==> config.mk <==
export PLATFORM = sky130hd
export DESIGN_NAME = dma_ch2
export DESIGN_NICKNAME = d
export VERILOG_FILES = /design/src/rtl/dma_pkg.sv /design/src/rtl/dma_regfile.sv /design/src/rtl/dma_ch2.sv
export SDC_FILE = /design/constraint.sdc
export NUM_CORES = 1
export LEC_CHECK = 0
export CAP_MARGIN = 20
export CORE_MARGIN = 10
export CORE_UTILIZATION = 40
export DETAILED_ROUTE_END_ITERATION = 8
export PLACE_DENSITY_LB_ADDON = 0.15
export SYNTH_ARGS = -nofsm -noshare
export SYNTH_HDL_FRONTEND = slang
export SYNTH_SLANG_ARGS = --single-unit
export TNS_END_PERCENT = 30
==> constraint.sdc <==
create_clock -name clk -period 3.3 [get_ports clk]
set_input_delay 0.66 -clock clk [delete_from_list [all_inputs] [get_ports clk]]
set_output_delay 0.66 -clock clk [all_outputs]
set_load 0.02 [all_outputs]
==> src/rtl/dma_pkg.sv <==
// Shared definitions for the channel-2 DMA engine: IO register map,
// mode-byte field positions, transfer-type encodings and FSM states.
package dma_pkg;

  localparam logic [9:0] REG_ADDR     = 10'h004;
  localparam logic [9:0] REG_COUNT    = 10'h005;
  localparam logic [9:0] REG_STATUS   = 10'h008;
  localparam logic [9:0] REG_MASK1    = 10'h00A;
  localparam logic [9:0] REG_MODE     = 10'h00B;
  localparam logic [9:0] REG_CLR_FF   = 10'h00C;
  localparam logic [9:0] REG_MCLR     = 10'h00D;
  localparam logic [9:0] REG_MASK_ALL = 10'h00F;

  // Single-mask and mode writes carry a channel select in bits [1:0]
  localparam logic [1:0] CH_SEL = 2'd2;
  localparam int MASK_BIT = 2;

  // Mode byte fields
  localparam int MODE_TYPE_LSB = 2;
  localparam int MODE_AUTOINIT = 4;
  localparam int MODE_DEC      = 5;

  // Status byte fields
  localparam int STAT_TC_BIT  = 2;
  localparam int STAT_DRQ_BIT = 6;

  typedef enum logic [1:0] {
    XFER_VERIFY     = 2'b00,
    XFER_WRITE      = 2'b01,
    XFER_READ       = 2'b10,
    XFER_VERIFY_ALT = 2'b11
  } xfer_t;

  typedef enum logic [2:0] {IDLE, REQ, S1, S2, S3, S4} dma_state_t;

endpackage

==> src/rtl/dma_regfile.sv <==
// Programming registers for DMA channel 2: CPU IO decode, byte flip-flop,
// base/current address and count, mask, mode, page, status and read mux.
module dma_regfile
  import dma_pkg::*;
#(
  parameter int               IO_AW     = 10,
  parameter logic [IO_AW-1:0] PAGE_PORT = 10'h081
) (
  input  logic             clk,
  input  logic             rst,
  input  logic [IO_AW-1:0] io_addr,
  input  logic [7:0]       io_wdata,
  output logic [7:0]       io_rdata,
  output logic             io_rd_en,
  input  logic             ior_n_in,
  input  logic             iow_n_in,
  input  logic             aen,
  input  logic             drq2,
  input  logic             upd_en,
  input  logic [15:0]      upd_addr,
  input  logic [15:0]      upd_count,
  input  logic             tc_set,
  input  logic             mask_set,
  output logic             mclr,
  output logic [15:0]      cur_addr,
  output logic [15:0]      cur_count,
  output logic [15:0]      base_addr,
  output logic [15:0]      base_count,
  output logic [3:0]       page,
  output logic [1:0]       xfer_type,
  output logic             autoinit,
  output logic             decrement,
  output logic             mask
);

  localparam logic [IO_AW-1:0] A_ADDR     = IO_AW'(REG_ADDR);
  localparam logic [IO_AW-1:0] A_COUNT    = IO_AW'(REG_COUNT);
  localparam logic [IO_AW-1:0] A_STATUS   = IO_AW'(REG_STATUS);
  localparam logic [IO_AW-1:0] A_MASK1    = IO_AW'(REG_MASK1);
  localparam logic [IO_AW-1:0] A_MODE     = IO_AW'(REG_MODE);
  localparam logic [IO_AW-1:0] A_CLR_FF   = IO_AW'(REG_CLR_FF);
  localparam logic [IO_AW-1:0] A_MCLR     = IO_AW'(REG_MCLR);
  localparam logic [IO_AW-1:0] A_MASK_ALL = IO_AW'(REG_MASK_ALL);

  logic        iow_q, ior_q;
  logic        wr_edge, wr_stb, rd_end, rd_hit;
  logic        ff_q, mask_q, tc_flag_q, autoinit_q, decrement_q;
  logic [1:0]  xfer_type_q;
  logic [3:0]  page_q;
  logic [15:0] base_addr_q, base_count_q, cur_addr_q, cur_count_q;
  logic [7:0]  status_byte;

  assign wr_edge = iow_q & ~iow_n_in;
  assign wr_stb  = wr_edge & ~aen;
  // Master clear is honoured even while the DMA owns the bus so the CPU
  // can always abort a transfer in flight.
  assign mclr    = wr_edge & (io_addr == A_MCLR);
  assign rd_end  = ~ior_q & ior_n_in & ~aen & rd_hit;

  // Previous strobe levels for falling/rising edge detection
  always_ff @(posedge clk or posedge rst) begin
    if (rst) begin
      iow_q <= 1'b1;
      ior_q <= 1'b1;
    end else begin
      iow_q <= iow_n_in;
      ior_q <= ior_n_in;
    end
  end

  // Register storage: CPU writes, read side effects and per-byte updates
  always_ff @(posedge clk or posedge rst) begin
    if (rst) begin
      ff_q         <= 1'b0;
      mask_q       <= 1'b1;
      tc_flag_q    <= 1'b0;
      autoinit_q   <= 1'b0;
      decrement_q  <= 1'b0;
      xfer_type_q  <= 2'b00;
      page_q       <= 4'h0;
      base_addr_q  <= 16'h0;
      base_count_q <= 16'h0;
      cur_addr_q   <= 16'h0;
      cur_count_q  <= 16'h0;
    end else if (mclr) begin
      ff_q         <= 1'b0;
      mask_q       <= 1'b1;
      tc_flag_q    <= 1'b0;
      autoinit_q   <= 1'b0;
      decrement_q  <= 1'b0;
      xfer_type_q  <= 2'b00;
      page_q       <= 4'h0;
      base_addr_q  <= 16'h0;
      base_count_q <= 16'h0;
      cur_addr_q   <= 16'h0;
      cur_count_q  <= 16'h0;
    end else begin
      if (wr_stb) begin
        case (io_addr)
          A_ADDR: begin
            if (ff_q) begin
              base_addr_q[15:8] <= io_wdata;
              cur_addr_q[15:8]  <= io_wdata;
            end else begin
              base_addr_q[7:0] <= io_wdata;
              cur_addr_q[7:0]  <= io_wdata;
            end
            ff_q <= ~ff_q;
          end
          A_COUNT: begin
            if (ff_q) begin
              base_count_q[15:8] <= io_wdata;
              cur_count_q[15:8]  <= io_wdata;
            end else begin
              base_count_q[7:0] <= io_wdata;
              cur_count_q[7:0]  <= io_wdata;
            end
            ff_q <= ~ff_q;
          end
          A_MASK1: begin
            if (io_wdata[1:0] == CH_SEL) mask_q <= io_wdata[MASK_BIT];
          end
          A_MODE: begin
            if (io_wdata[1:0] == CH_SEL) begin
              xfer_type_q <= io_wdata[MODE_TYPE_LSB +: 2];
              autoinit_q  <= io_wdata[MODE_AUTOINIT];
              decrement_q <= io_wdata[MODE_DEC];
            end
          end
          A_CLR_FF:   ff_q   <= 1'b0;
          A_MASK_ALL: mask_q <= io_wdata[MASK_BIT];
          PAGE_PORT:  page_q <= io_wdata[3:0];
          default: ;
        endcase
      end
      if (rd_end) begin
        case (io_addr)
          A_ADDR, A_COUNT: ff_q      <= ~ff_q;
          A_STATUS:        tc_flag_q <= 1'b0;
          default: ;
        endcase
      end
      if (upd_en) begin
        cur_addr_q  <= upd_addr;
        cur_count_q <= upd_count;
        if (tc_set)   tc_flag_q <= 1'b1;
        if (mask_set) mask_q    <= 1'b1;
      end
    end
  end

  // Read decode and data mux for the readable registers
  always_comb begin
    status_byte               = 8'h00;
    status_byte[STAT_TC_BIT]  = tc_flag_q;
    status_byte[STAT_DRQ_BIT] = drq2;
    rd_hit   = 1'b0;
    io_rdata = 8'h00;
    case (io_addr)
      A_ADDR: begin
        rd_hit   = 1'b1;
        io_rdata = ff_q ? cur_addr_q[15:8] : cur_addr_q[7:0];
      end
      A_COUNT: begin
        rd_hit   = 1'b1;
        io_rdata = ff_q ? cur_count_q[15:8] : cur_count_q[7:0];
      end
      A_STATUS: begin
        rd_hit   = 1'b1;
        io_rdata = status_byte;
      end
      PAGE_PORT: begin
        rd_hit   = 1'b1;
        io_rdata = {4'h0, page_q};
      end
      default: ;
    endcase
  end

  assign io_rd_en   = rd_hit & ~ior_n_in & ~aen;
  assign cur_addr   = cur_addr_q;
  assign cur_count  = cur_count_q;
  assign base_addr  = base_addr_q;
  assign base_count = base_count_q;
  assign page       = page_q;
  assign xfer_type  = xfer_type_q;
  assign autoinit   = autoinit_q;
  assign decrement  = decrement_q;
  assign mask       = mask_q;

endmodule

==> src/rtl/dma_ch2.sv <==
// Channel-2 DMA engine: bus arbitration with the CPU, single-byte
// transfer sequencing and address/count stepping.
module dma_ch2
  import dma_pkg::*;
#(
  parameter int               IO_AW     = 10,
  parameter logic [IO_AW-1:0] PAGE_PORT = 10'h081
) (
  input  logic             clk,
  input  logic             rst,
  input  logic [IO_AW-1:0] io_addr,
  input  logic [7:0]       io_wdata,
  output logic [7:0]       io_rdata,
  output logic             io_rd_en,
  input  logic             ior_n_in,
  input  logic             iow_n_in,
  input  logic             aen,
  input  logic             drq2,
  output logic             dack2_n,
  output logic             tc,
  output logic             hold_req,
  input  logic             hold_ack,
  output logic [19:0]      dma_addr,
  output logic             addr_oe,
  output logic             memr_n,
  output logic             memw_n,
  output logic             dma_ior_n,
  output logic             dma_iow_n
);

  dma_state_t  state_q, state_d;
  logic        mclr, upd_en, is_tc, autoinit, decrement, mask;
  logic [1:0]  xfer_type;
  logic [3:0]  page;
  logic [15:0] cur_addr, cur_count, base_addr, base_count;
  logic [15:0] upd_addr, upd_count;

  dma_regfile #(
    .IO_AW     (IO_AW),
    .PAGE_PORT (PAGE_PORT)
  ) u_regfile (
    .clk        (clk),
    .rst        (rst),
    .io_addr    (io_addr),
    .io_wdata   (io_wdata),
    .io_rdata   (io_rdata),
    .io_rd_en   (io_rd_en),
    .ior_n_in   (ior_n_in),
    .iow_n_in   (iow_n_in),
    .aen        (aen),
    .drq2       (drq2),
    .upd_en     (upd_en),
    .upd_addr   (upd_addr),
    .upd_count  (upd_count),
    .tc_set     (is_tc),
    .mask_set   (is_tc & ~autoinit),
    .mclr       (mclr),
    .cur_addr   (cur_addr),
    .cur_count  (cur_count),
    .base_addr  (base_addr),
    .base_count (base_count),
    .page       (page),
    .xfer_type  (xfer_type),
    .autoinit   (autoinit),
    .decrement  (decrement),
    .mask       (mask)
  );

  assign is_tc = (cur_count == 16'h0000);

  // Post-transfer address/count; terminal count with autoinit reloads base
  always_comb begin
    upd_addr  = decrement ? (cur_addr - 16'd1) : (cur_addr + 16'd1);
    upd_count = cur_count - 16'd1;
    if (is_tc && autoinit) begin
      upd_addr  = base_addr;
      upd_count = base_count;
    end
  end

  // State register; master clear aborts back to IDLE
  always_ff @(posedge clk or posedge rst) begin
    if (rst)       state_q <= IDLE;
    else if (mclr) state_q <= IDLE;
    else           state_q <= state_d;
  end

  // Next-state and bus-cycle outputs
  always_comb begin
    state_d   = state_q;
    hold_req  = 1'b0;
    addr_oe   = 1'b0;
    dack2_n   = 1'b1;
    memr_n    = 1'b1;
    memw_n    = 1'b1;
    dma_ior_n = 1'b1;
    dma_iow_n = 1'b1;
    tc        = 1'b0;
    upd_en    = 1'b0;
    case (state_q)
      IDLE: begin
        if (drq2 && !mask) state_d = REQ;
      end
      REQ: begin
        hold_req = 1'b1;
        if (drq2 && hold_ack) state_d = S1;
        else if (!drq2)       state_d = IDLE;
      end
      S1: begin
        hold_req = 1'b1;
        addr_oe  = 1'b1;
        dack2_n  = 1'b0;
        state_d  = S2;
      end
      S2, S3: begin
        hold_req = 1'b1;
        addr_oe  = 1'b1;
        dack2_n  = 1'b0;
        tc       = is_tc;
        case (xfer_t'(xfer_type))
          XFER_WRITE: begin
            dma_ior_n = 1'b0;
            memw_n    = 1'b0;
          end
          XFER_READ: begin
            memr_n    = 1'b0;
            dma_iow_n = 1'b0;
          end
          default: ;
        endcase
        state_d = (state_q == S2) ? S3 : S4;
      end
      S4: begin
        upd_en  = 1'b1;
        state_d = IDLE;
      end
      default: state_d = IDLE;
    endcase
  end

  assign dma_addr = addr_oe ? {page, cur_addr} : 20'h00000;

endmodule

==> flow_metrics.py <==
metrics = {
    "status": {
        "status": "completed",
    },
    "clocking": {
        "cts_sinks": 80,
        "cts_buffers": 9,
        "ctsLongestPathBuffers": 2,
        "clk_pin_slew_worst_paths_ns": 0.06,
        "post_cts_buffers": 0,
        "htree_levels": 3,
        "cts_hold_buf": 0,
        "insertion_delay_ns": 0.35,
        "cts_tree": "yes",
        "cts_root_buf": "clkbuf_16",
    },
    "sta": {
        "finalSetupViolCount": 0,
        "period_share": 0.9981,
        "period_minus_slack_ns": 3.294,
        "hold_viol": 0,
        "whs_ns": 0.4788,
        "rsz0062_at_grt": "true",
        "relSlewSlack": 0.4343,
        "fin_ws_ns": 0.006336,
        "tightest_slew_ns": 0.8486,
        "slew_viol_final": 0,
        "max_freq_ghz": 0.3036,
        "finalClockSkew_ns": 0.008537,
    },
    "synthesis": {
        "synth-edff-count": 0,
        "ys_top_cells_by_area": "dfrtp_1 36%, nand2_1 6.3%, a21oi_1 4.3%",
        "synth_common_cells": "91 x nand2_1, 77 x dfrtp_1, 48 x nor2_1, 46 x a21oi_1",
        "seq_area_frac_synth": 0.3718,
        "synth_fp_nets": 671,
        "syn_area_per_cell_um2": 8.575,
        "async_reset_ff_frac": 1.000,
        "synth_warnings": 0,
        "synth_top_area_frac": 0.3572,
        "yosysUniqueCellTypes": 62,
        "netlist.top_cell.by_area": "dfrtp_1",
        "synthCells": 629,
        "synthFlopType": "dfrtp_1",
        "yosys.cell_count.top_type": "nand2_1",
        "ys_seq_elements": 80,
        "synthesis.area_um2": 5394,
    },
    "setup_path": {
        "crit_required_ns": 2.64,
        "r2r_cells": 8,
        "crit_arrival_ns": 2.63,
        "worstPathMaxFanout": 6,
        "end_kind": "primary output",
        "regToRegStartpoint": "u_regfile.decrement",
        "r2r_slack_ns": 0.55,
        "start_kind": "input pin",
        "r2r-end": "u_regfile.cur_addr[14]",
        "path_class": "in2out",
    },
    "cells_and_area": {
        "final_cells": 897,
        "drive_above_1_share": 0.1401,
        "diodes": 0,
        "num-fill-cells": 1299,
        "nets": 758,
        "area_growth_pct": 25.75,
    },
    "route": {
        "via_count": 5335,
        "wl_per_cell_um": 20.83,
        "drc": 0,
        "via_per_inst": 5.948,
        "first_pass_iters": 5,
        "antenna_left": 0,
        "drtIter0Drc": 554,
        "routed_wirelength_um": 18690,
    },
    "job": {
        "timing.max_cap.violations": 0,
    },
    "global_route": {
        "grt_util_all_layers": 0.2057,
        "grt-ovfl-total": 0,
        "grt_antenna_before_repair": 0,
        "grt_first_pass_wirelength_um": 29980,
        "grt_start_max_net_pins": 57,
        "grt_pass1_vias": 5251,
    },
    "floorplanning": {
        "die-width_um": 136.1,
        "ioPinCount": 62,
        "die_h_um": 136.1,
        "fp.dieArea_um2": 18530,
        "start_util": 0.4073,
        "design.core.area_um2": 13240,
        "rows": 42,
    },
    "min_path": {
        "hold_class": "reg2reg",
        "min_from": "u_regfile.base_count[8]",
        "whs_path_depth": 2,
        "holdPathEnd": "u_regfile.base_count[8]",
    },
    "placed_design": {
        "port_buffers": 61,
        "placedCellCount": 881,
        "gp_congestion": 0.9052,
        "dpl.hpwl_um": 13750,
        "place_ws_ns": -0.4780,
    },
    "pwr": {
        "leakage_uw": 0.002890,
        "p_per_area_nw_per_um2": 602.4,
        "ir_drop_mv": 0.3318,
    },
}
## kinds of logic after synthesis
kind of cell / share of synthesized area
muxes: 0.04129
buffers and inverters: 0.03967
adders and majority gates: 0.04083
and+or+nand+nor: 0.2338
AOI/OAI and AO/OA: 0.2287
DFF: 0.3718
xor gates and xnor gates: 0.04384
## placed cells by master (no fill, tap or decap), drive strengths merged, types with 4 or more instances in the layout
master and count:
nor3 11, clkbuf 13, nor4 8, o211ai 6, nor4b 4, nor2b 26, o22ai 17, inv 8
o221ai 4, nand4 5, a21oi 46, nand2 91, a211oi 4, ha 16, nor3b 4, or4 6
nor2 48, dfrtp 77, clkdlybuf4s50 52, buf 61, mux2i 20, o2111ai 8, a31oi 7, xnor2 15
or3 6, o21ai 33, a22o 14, a22oi 18, nand3b 7, xor2 12, and2 5, nand3 17
o21bai 4, a21o 5
## flip-flops by register name, summed over array words and instances, names as in the netlist
register / flops
state_q: 3
u_regfile.autoinit: 1
u_regfile.base_addr: 16
u_regfile.base_count: 16
u_regfile.cur_addr: 16
u_regfile.cur_count: 16
u_regfile.decrement: 1
u_regfile.ff_q: 1
u_regfile.ior_q: 1
u_regfile.iow_q: 1
u_regfile.mask: 1
u_regfile.page: 4
u_regfile.tc_flag_q: 1
u_regfile.xfer_type: 2
## worst max-delay path: stages
cell             delay (ns)
clkdlybuf4s50_1        0.42
buf_4                  0.15
nor4_2                 0.25
buf_4                  0.17
nand3_1                0.20
buf_4                  0.24
o22ai_1                0.17
dlygate4sd2_1          0.37
## what timing repair did
item | CTS | global route
pin swaps | 1 | 0
gates resized for setup | 22 | 16
endpoints found under the setup margin | 9 | 9
## stage by stage
step | util | power, µW | TNS, ns | cell area, µm²
after floorplan | - | 2429 | 0 | 5394
after global placement | 0.4903 | 3026 | -2.851 | 6492
after detailed placement | 0.4903 | 3046 | -2.969 | 6492
after CTS | 0.5125 | 4094 | -0.2193 | 6787
after global routing | 0.5122 | 4375 | -0.4020 | 6783
final | 0.5122 | 4086 | 0 | 6783
## layout make-up
type	count	area, µm²	area share
Multi-Input combinational cell	498	3187	0.4698
Sequential cell	80	2006	0.2957
Timing Repair Buffer	118	1027	0.1514
Clock buffer	11	252.7	0.03726
Tap cell	176	220.2	0.03247
Inverter	9	35.03	0.005165
Clock inverter	5	55.05	0.008117
## worst max path at each step
stage / startpoint / end / slack, ns / cells after the start
after floorplan: io_addr[2] / io_rd_en / 0.08 / 4
after global placement: io_addr[2] / io_rd_en / -0.47 / 7
after detailed placement: io_addr[2] / io_rd_en / -0.48 / 7
after CTS: io_addr[2] / io_rdata[0] / -0.11 / 8
after global routing: io_addr[1] / io_rdata[7] / -0.08 / 6
final: io_addr[6] / io_rdata[7] / 0.006 / 8
## report_power, final
| part | switching, µW | internal [µW] | total [µW] | leakage, µW |
|---|---|---|---|---|
| registers | 230 | 1120 | 1350 | 0.00109 |
| clock network | 418 | 625 | 1040 | 0.000148 |
| logic | 940 | 759 | 1700 | 0.00165 |
| total | 1590 | 2500 | 4090 | 0.00289 |
## routing by layer
metal / GRT usage / vias to the layer above / share of wire / routed length, µm
met5: 0 / - / 0 / 0
met4: 0.06095 / 0 / 0.019 / 363
met1: 0.2907 / 2616 / 0.47 / 8753
met2: 0.3102 / 195 / 0.44 / 8293
li1: - / 2493 / - / -
met3: 0.03985 / 31 / 0.068 / 1274
Note: power is estimated with default switching activity, not from simulation.
